`src/rtl/mips_mem_pkg.sv`:
```
// Shared types and constants for the MEM-stage access unit: FSM states,
// byte-enable constants and the bus timeout limit.
package mips_mem_pkg;

  typedef enum logic [1:0] {
    ST_IDLE   = 2'd0,
    ST_ACCESS = 2'd1,
    ST_DONE   = 2'd2
  } state_e;

  localparam logic [3:0] BE_WORD       = 4'hF;
  localparam int         TIMEOUT_LIMIT = 255;

  function automatic logic [3:0] byte_be(input logic [1:0] lane);
    return 4'b0001 << lane;
  endfunction

endpackage

```
`src/rtl/load_align.sv`:
```
// Load data alignment: byte loads pick lane addr[1:0] of the bus word and
// sign-extend it; word loads pass the bus word through.
module load_align (
  input  logic [31:0] rdata_i,
  input  logic [1:0]  lane_i,
  input  logic        byte_i,
  output logic [31:0] data_o
);

  logic [7:0] lane_byte;

  always_comb begin
    lane_byte = rdata_i[8*lane_i +: 8];
    if (byte_i) data_o = {{24{lane_byte[7]}}, lane_byte};
    else        data_o = rdata_i;
  end

endmodule

```
`src/rtl/mem_access_unit.sv`:
```
// MEM-stage bus access unit: stalls the pipeline during loads/stores and
// feeds MEM/WB. Define MEM_ACCESS_TIMEOUT_EN to abort accesses never acked.
module mem_access_unit
  import mips_mem_pkg::*;
(
  input  logic        clk,
  input  logic        rst,
  input  logic [31:0] alu_result_in,
  input  logic [31:0] reg_file_out_2_in,
  input  logic [4:0]  register_destination_in,
  input  logic        branch_in,
  input  logic        zero_flag_in,
  input  logic [31:0] branch_target_in,
  input  logic        memory_read_in,
  input  logic        memory_write_in,
  input  logic        memory_read_source_in,
  input  logic        memory_write_source_in,
  input  logic        memory_to_register_in,
  input  logic        reg_write_in,
  input  logic [31:0] mem_rdata,
  input  logic        mem_ack,
  output logic        mem_req,
  output logic        mem_we,
  output logic [31:0] mem_addr,
  output logic [31:0] mem_wdata,
  output logic [3:0]  mem_be,
  output logic        stall_out,
  output logic        pc_src_out,
  output logic [31:0] branch_target_out,
  output logic [31:0] read_data_out,
  output logic [31:0] alu_result_out,
  output logic [4:0]  register_destination_out,
  output logic        reg_write_out,
  output logic        memory_to_register_out,
  output logic        misalign_err_out,
  output logic        timeout_err_out
);

  state_e      state_q, state_d;
  logic        mem_req_q, mem_req_d;
  logic        mem_we_q, mem_we_d;
  logic [31:0] mem_addr_q, mem_addr_d;
  logic [31:0] mem_wdata_q, mem_wdata_d;
  logic [3:0]  mem_be_q, mem_be_d;
  logic [31:0] read_data_q, read_data_d;
  logic [31:0] alu_result_q, alu_result_d;
  logic [4:0]  rd_q, rd_d;
  logic        reg_write_q, reg_write_d;
  logic        mtr_q, mtr_d;
  logic        misalign_q, misalign_d;
  logic        timeout_q, timeout_d;
  logic        lat_byte_q, lat_byte_d;
  logic        lat_load_q, lat_load_d;
  logic        lat_rw_q, lat_rw_d;
`ifdef MEM_ACCESS_TIMEOUT_EN
  logic [7:0]  cnt_q, cnt_d;
`endif

  logic        is_access, is_store, byte_acc, misaligned;
  logic [31:0] aligned_rdata;

  load_align u_load_align (
    .rdata_i (mem_rdata),
    .lane_i  (mem_addr_q[1:0]),
    .byte_i  (lat_byte_q),
    .data_o  (aligned_rdata)
  );

  // Store wins when both requests are raised; its size flag decides alignment.
  assign is_store   = memory_write_in;
  assign is_access  = memory_read_in | memory_write_in;
  assign byte_acc   = is_store ? memory_write_source_in : memory_read_source_in;
  assign misaligned = is_access & ~byte_acc & (alu_result_in[1:0] != 2'b00);

  always_comb begin
    state_d      = state_q;
    mem_req_d    = mem_req_q;
    mem_we_d     = mem_we_q;
    mem_addr_d   = mem_addr_q;
    mem_wdata_d  = mem_wdata_q;
    mem_be_d     = mem_be_q;
    read_data_d  = read_data_q;
    alu_result_d = alu_result_q;
    rd_d         = rd_q;
    reg_write_d  = reg_write_q;
    mtr_d        = mtr_q;
    misalign_d   = 1'b0;
    timeout_d    = 1'b0;
    lat_byte_d   = lat_byte_q;
    lat_load_d   = lat_load_q;
    lat_rw_d     = lat_rw_q;
    stall_out    = 1'b0;
`ifdef MEM_ACCESS_TIMEOUT_EN
    cnt_d        = cnt_q;
`endif
    case (state_q)
      ST_IDLE: begin
        alu_result_d = alu_result_in;
        rd_d         = register_destination_in;
        mtr_d        = memory_to_register_in;
        read_data_d  = 32'h0;
        reg_write_d  = 1'b0;
        if (!is_access) begin
          reg_write_d = reg_write_in;
        end else if (misaligned) begin
          misalign_d = 1'b1;
        end else begin
          stall_out   = 1'b1;
          state_d     = ST_ACCESS;
          mem_req_d   = 1'b1;
          mem_we_d    = is_store;
          mem_addr_d  = alu_result_in;
          mem_be_d    = byte_acc ? byte_be(alu_result_in[1:0]) : BE_WORD;
          mem_wdata_d = !is_store ? 32'h0 :
                        byte_acc  ? {4{reg_file_out_2_in[7:0]}} : reg_file_out_2_in;
          lat_byte_d  = byte_acc;
          lat_load_d  = ~is_store;
          lat_rw_d    = reg_write_in;
`ifdef MEM_ACCESS_TIMEOUT_EN
          cnt_d       = 8'd0;
`endif
        end
      end
      ST_ACCESS: begin
        stall_out = 1'b1;
        if (mem_ack) begin
          mem_req_d   = 1'b0;
          state_d     = ST_DONE;
          read_data_d = lat_load_q ? aligned_rdata : 32'h0;
          reg_write_d = lat_rw_q;
        end
`ifdef MEM_ACCESS_TIMEOUT_EN
        else if (cnt_q == 8'(TIMEOUT_LIMIT - 1)) begin
          mem_req_d   = 1'b0;
          timeout_d   = 1'b1;
          state_d     = ST_DONE;
          read_data_d = 32'h0;
          reg_write_d = 1'b0;
        end else begin
          cnt_d = cnt_q + 8'd1;
        end
`endif
      end
      ST_DONE: begin
        // Results were shown for one cycle; don't write them back twice.
        state_d     = ST_IDLE;
        reg_write_d = 1'b0;
      end
      default: state_d = ST_IDLE;
    endcase
  end

  always_ff @(posedge clk) begin
    if (rst) begin
      state_q      <= ST_IDLE;
      mem_req_q    <= 1'b0;
      mem_we_q     <= 1'b0;
      mem_addr_q   <= 32'h0;
      mem_wdata_q  <= 32'h0;
      mem_be_q     <= 4'h0;
      read_data_q  <= 32'h0;
      alu_result_q <= 32'h0;
      rd_q         <= 5'h0;
      reg_write_q  <= 1'b0;
      mtr_q        <= 1'b0;
      misalign_q   <= 1'b0;
      timeout_q    <= 1'b0;
      lat_byte_q   <= 1'b0;
      lat_load_q   <= 1'b0;
      lat_rw_q     <= 1'b0;
    end else begin
      state_q      <= state_d;
      mem_req_q    <= mem_req_d;
      mem_we_q     <= mem_we_d;
      mem_addr_q   <= mem_addr_d;
      mem_wdata_q  <= mem_wdata_d;
      mem_be_q     <= mem_be_d;
      read_data_q  <= read_data_d;
      alu_result_q <= alu_result_d;
      rd_q         <= rd_d;
      reg_write_q  <= reg_write_d;
      mtr_q        <= mtr_d;
      misalign_q   <= misalign_d;
      timeout_q    <= timeout_d;
      lat_byte_q   <= lat_byte_d;
      lat_load_q   <= lat_load_d;
      lat_rw_q     <= lat_rw_d;
    end
  end

`ifdef MEM_ACCESS_TIMEOUT_EN
  always_ff @(posedge clk) begin
    if (rst) cnt_q <= 8'd0;
    else     cnt_q <= cnt_d;
  end
`endif

  assign mem_req                  = mem_req_q;
  assign mem_we                   = mem_we_q;
  assign mem_addr                 = mem_addr_q;
  assign mem_wdata                = mem_wdata_q;
  assign mem_be                   = mem_be_q;
  assign pc_src_out               = branch_in & zero_flag_in;
  assign branch_target_out        = branch_target_in;
  assign read_data_out            = read_data_q;
  assign alu_result_out           = alu_result_q;
  assign register_destination_out = rd_q;
  // A stalled cycle is a bubble for writeback.
  assign reg_write_out            = reg_write_q & ~stall_out;
  assign memory_to_register_out   = mtr_q;
  assign misalign_err_out         = misalign_q;
`ifdef MEM_ACCESS_TIMEOUT_EN
  assign timeout_err_out          = timeout_q;
`else
  assign timeout_err_out          = 1'b0;
`endif

endmodule

```
`config.mk`:
```
export PLATFORM = sky130hd
export DESIGN_NAME = mem_access_unit
export DESIGN_NICKNAME = d
export VERILOG_FILES = /design/src/rtl/mips_mem_pkg.sv /design/src/rtl/load_align.sv /design/src/rtl/mem_access_unit.sv
export SDC_FILE = /design/constraint.sdc
export NUM_CORES = 1
export LEC_CHECK = 0
export ABC_AREA = 1
export CORE_ASPECT_RATIO = 0.75
export CORE_MARGIN = 5
export CORE_UTILIZATION = 45
export CTS_BUF_LIST = sky130_fd_sc_hd__clkbuf_8
export CTS_CLUSTER_SIZE = 20
export DETAILED_ROUTE_END_ITERATION = 12
export MAX_ROUTING_LAYER = met4
export PLACE_DENSITY_LB_ADDON = 0.3
export SYNTH_ARGS = -nofsm -noshare
export SYNTH_HDL_FRONTEND = slang
export SYNTH_HIERARCHICAL = 1
export SYNTH_SLANG_ARGS = --single-unit
```
`constraint.sdc`:
```
create_clock -name clk -period 2.7 [get_ports clk]
set_input_delay 0.54 -clock clk [delete_from_list [all_inputs] [get_ports clk]]
set_output_delay 0.54 -clock clk [all_outputs]
set_load 0.02 [all_outputs]
```
==> metrics.md <==
| Metric | Value |
|---|---|
| Min-delay src | `memory_write_in` |
| Post-DP Area | `0.00879 sq mm` |
| Clock Skews | `0.0179 ns` |
| Die area | `0.0168 sq mm` |
| Fin Hold WS | `0.454 ns` |
| Hold_buf cts | `0` |
| Clock sink count | `147` |
| FMAX | `397 MHz` |
| Final setup vio count | `0` |
| Critical Path Start | `state_q[0]$_SDFFE_PP0P_` |
| Worst hold path type | `in -> reg` |
| Tot Pwr | `5.80 mW` |
| Initial Utilization | `0.463` |
| I/O Pins | `321` |
| Overall Global Routing Usage | `0.239` |
| Port bufs | `255` |
| CTS Buf Count | `17` |
| PD cells | `633 mW/mm^2` |
| DRT Pass-1 Iters | `5` |
| Startpoint Class | `flip-flop` |
| Clk slew on worst S/H paths | `0.09 ns` |
| Setup CP Type | `reg -> out` |
| Average wire per standard cell | `15.5 microns` |
| Ant. Diodes | `0` |
| TNS Setup | `0 ns` |
| Die W | `148 microns` |
| Asr flop ratio synth | `0` |
| Core Util, Final | `0.660` |
| Final instance area | `0.00917 sq mm` |
| Total gr overflow | `0` |
| Worst Path Arrival | `1.98 ns` |
| Vias per inst | `4.99` |
| Row count | `37` |
| RR Startpoint | `state_q[1]$_SDFFE_PP0P_` |
| Max capacitance violation total | `0` |
| Maximum vdd drop | `0.000659 V` |
| Post-DRT Antenna Nets | `0` |
| Share of cells above drive strength 1 | `0.0601` |
| Mean area per synthesized cell | `7.00 sq um` |
| Synthesized flop and latch total | `147` |
| CTS tree | `yes` |
| CP Data Required Time | `2.16 ns` |
| Rel. slew slack | `0.485` |
| Critical Path Sink Type | `output pin` |
| Die height | `114 microns` |
| CORE AREA | `0.0139 sq mm` |
| Post-Synthesis Cells | `919` |
| Top FF cell, synth | `dfxtp_1` |
| Htree depth | `4` |
| DRT Wirelength | `20.3 mm` |
| Status | `finished clean` |
| Vias | `6521` |
| Most frequent cells in the layout | `308 x nand2_1, 251 x clkdlybuf4s50_1, 147 x dfxtp_1` |
| Nets@finish | `1266` |
| Leakage Power | `3.78 nW` |
| First-pass GRT wire length | `31.8 mm` |
| Largest net degree at the start of global routing | `72` |
| Fin. max-slew vios | `0` |
| Area growth, synth to finish | `42.5%` |
| Antenna violations before repair | `0` |
| Worst Tran Pin Value | `0.773 ns` |
| Final hold violation count | `0` |
| Residual DRC | `0` |
| Synth warn | `6` |
| Post-synth EDFFs | `0` |
| Mapped Nets | `1066` |
| Fin crit period | `2.52 ns` |
| Crit share post-route | `0.934` |
| Synth cell types | `27` |
| CTS root buf | `clkbuf_8` |
| Clk_lat worst skew | `0.43 ns` |
| HPWL Detailed | `14.3 mm` |
| RSZ-0062 raised after global routing | `false` |
| Commonest non-fill, non-tap cell in the layout | `nand2_1` |
| Final Wtd Congestion | `0.900` |
| Maximum clock insertion buffer count | `2` |
| Vias in the first global route | `6106` |
| Synthesized cell area | `0.00643 sq mm` |
| DRT iter0 DRCs | `439` |
| Sequential fraction of the synthesis area | `0.457` |
| Crit Path Max Fanout | `4` |
-- registers in the layout, indices dropped and copies added (netlist names) --
| signal | count |
|---|---|
| misalign_err_out | 1 |
| mem_addr | 32 |
| read_data_out | 32 |
| mem_be | 4 |
| memory_to_register_out | 1 |
| state_q | 2 |
| lat_byte_q | 1 |
| reg_write_q | 1 |
| alu_result_out | 32 |
| mem_we | 1 |
| mem_wdata | 32 |
| lat_load_q | 1 |
| lat_rw_q | 1 |
| mem_req | 1 |
| register_destination_out | 5 |
-- Yosys cell counts (3+ instances only) --
cell type	n	area, sq um
buf_4	34	255
inv_2	3	11.3
nand2_1	308	1160
buf_1	5	18.8
ha_1	3	37.5
buf_2	18	90.1
nand3_1	78	390
nand2_2	3	18.8
nor2_1	86	323
a21oi_1	106	531
buf_6	7	78.8
dfxtp_1	147	2940
inv_1	36	135
clkbuf_1	29	109
nand2_4	4	45.0
o21ai_0	41	205
-- critical path: stages (launching register included) --
cell           delay [ns]
dfxtp_1              0.40
inv_1                0.06
ha_1                 0.23
inv_2                0.09
nor2_4               0.05
nand2_2              0.08
nand2_4              0.06
inv_2                0.05
nand2_1              0.09
nor2_1               0.10
dlygate4sd2_1        0.34
-- per-layer routing --
metal  track usage  part of all wire  up-vias
met5             -                 0        -
met4        0.0523             0.011        0
met3        0.0941              0.10       17
met2         0.353              0.44      273
met1         0.311              0.45     2941
li1              -                 -     3290
-- per-stage QoR --
step,setup WS [ns],std cells
6_report,0.179,1306
5_1_grt,0.0110,1306
4_1_cts,0.156,1306
3_5_place_dp,-0.0617,1275
3_3_place_gp,-0.0288,1275
2_1_floorplan,0.361,919
-- cells by family after synthesis --
kind of cell	after synthesis	synth area share
flops	147	0.457
compound gates	150	0.118
simple gates	485	0.309
buf+inv	133	0.109
other cells	1	0.000583
fa+ha+maj	3	0.00583
-- where the power goes --
| group | internal, mW | total (mW) | switching, mW |
|---|---|---|---|
| registers | 2.36 | 2.47 | 0.111 |
| clock network | 0.754 | 1.68 | 0.929 |
| logic | 0.680 | 1.65 | 0.965 |
| total | 3.79 | 5.80 | 2.01 |
-- final timing paths --
path,slack [ns],cells after the start,end
setup reg to reg,0.66,9,mem_wdata[24]$_SDFFE_PP0P_
hold / removal,0.45,3,mem_we$_SDFFE_PP0P_
hold reg to reg,0.47,2,read_data_out[31]$_SDFFE_PP0P_
setup / recovery,0.18,10,reg_write_out
-- layout make-up --
type	count	area, sq um
Clock buffer	17	234
Clock inverter	14	145
Fill cell	1232	4720
Inverter	40	153
Multi-Input combinational cell	639	2790
Sequential cell	147	2940
Tap cell	175	219
Timing Repair Buffer	274	2690
-- repair_timing --
action	4_1_cts	5_1_grt
buffers inserted	0	0
setup endpoints to repair	2	0
gates resized for setup	2	0
(Power assumes the default switching activity.)
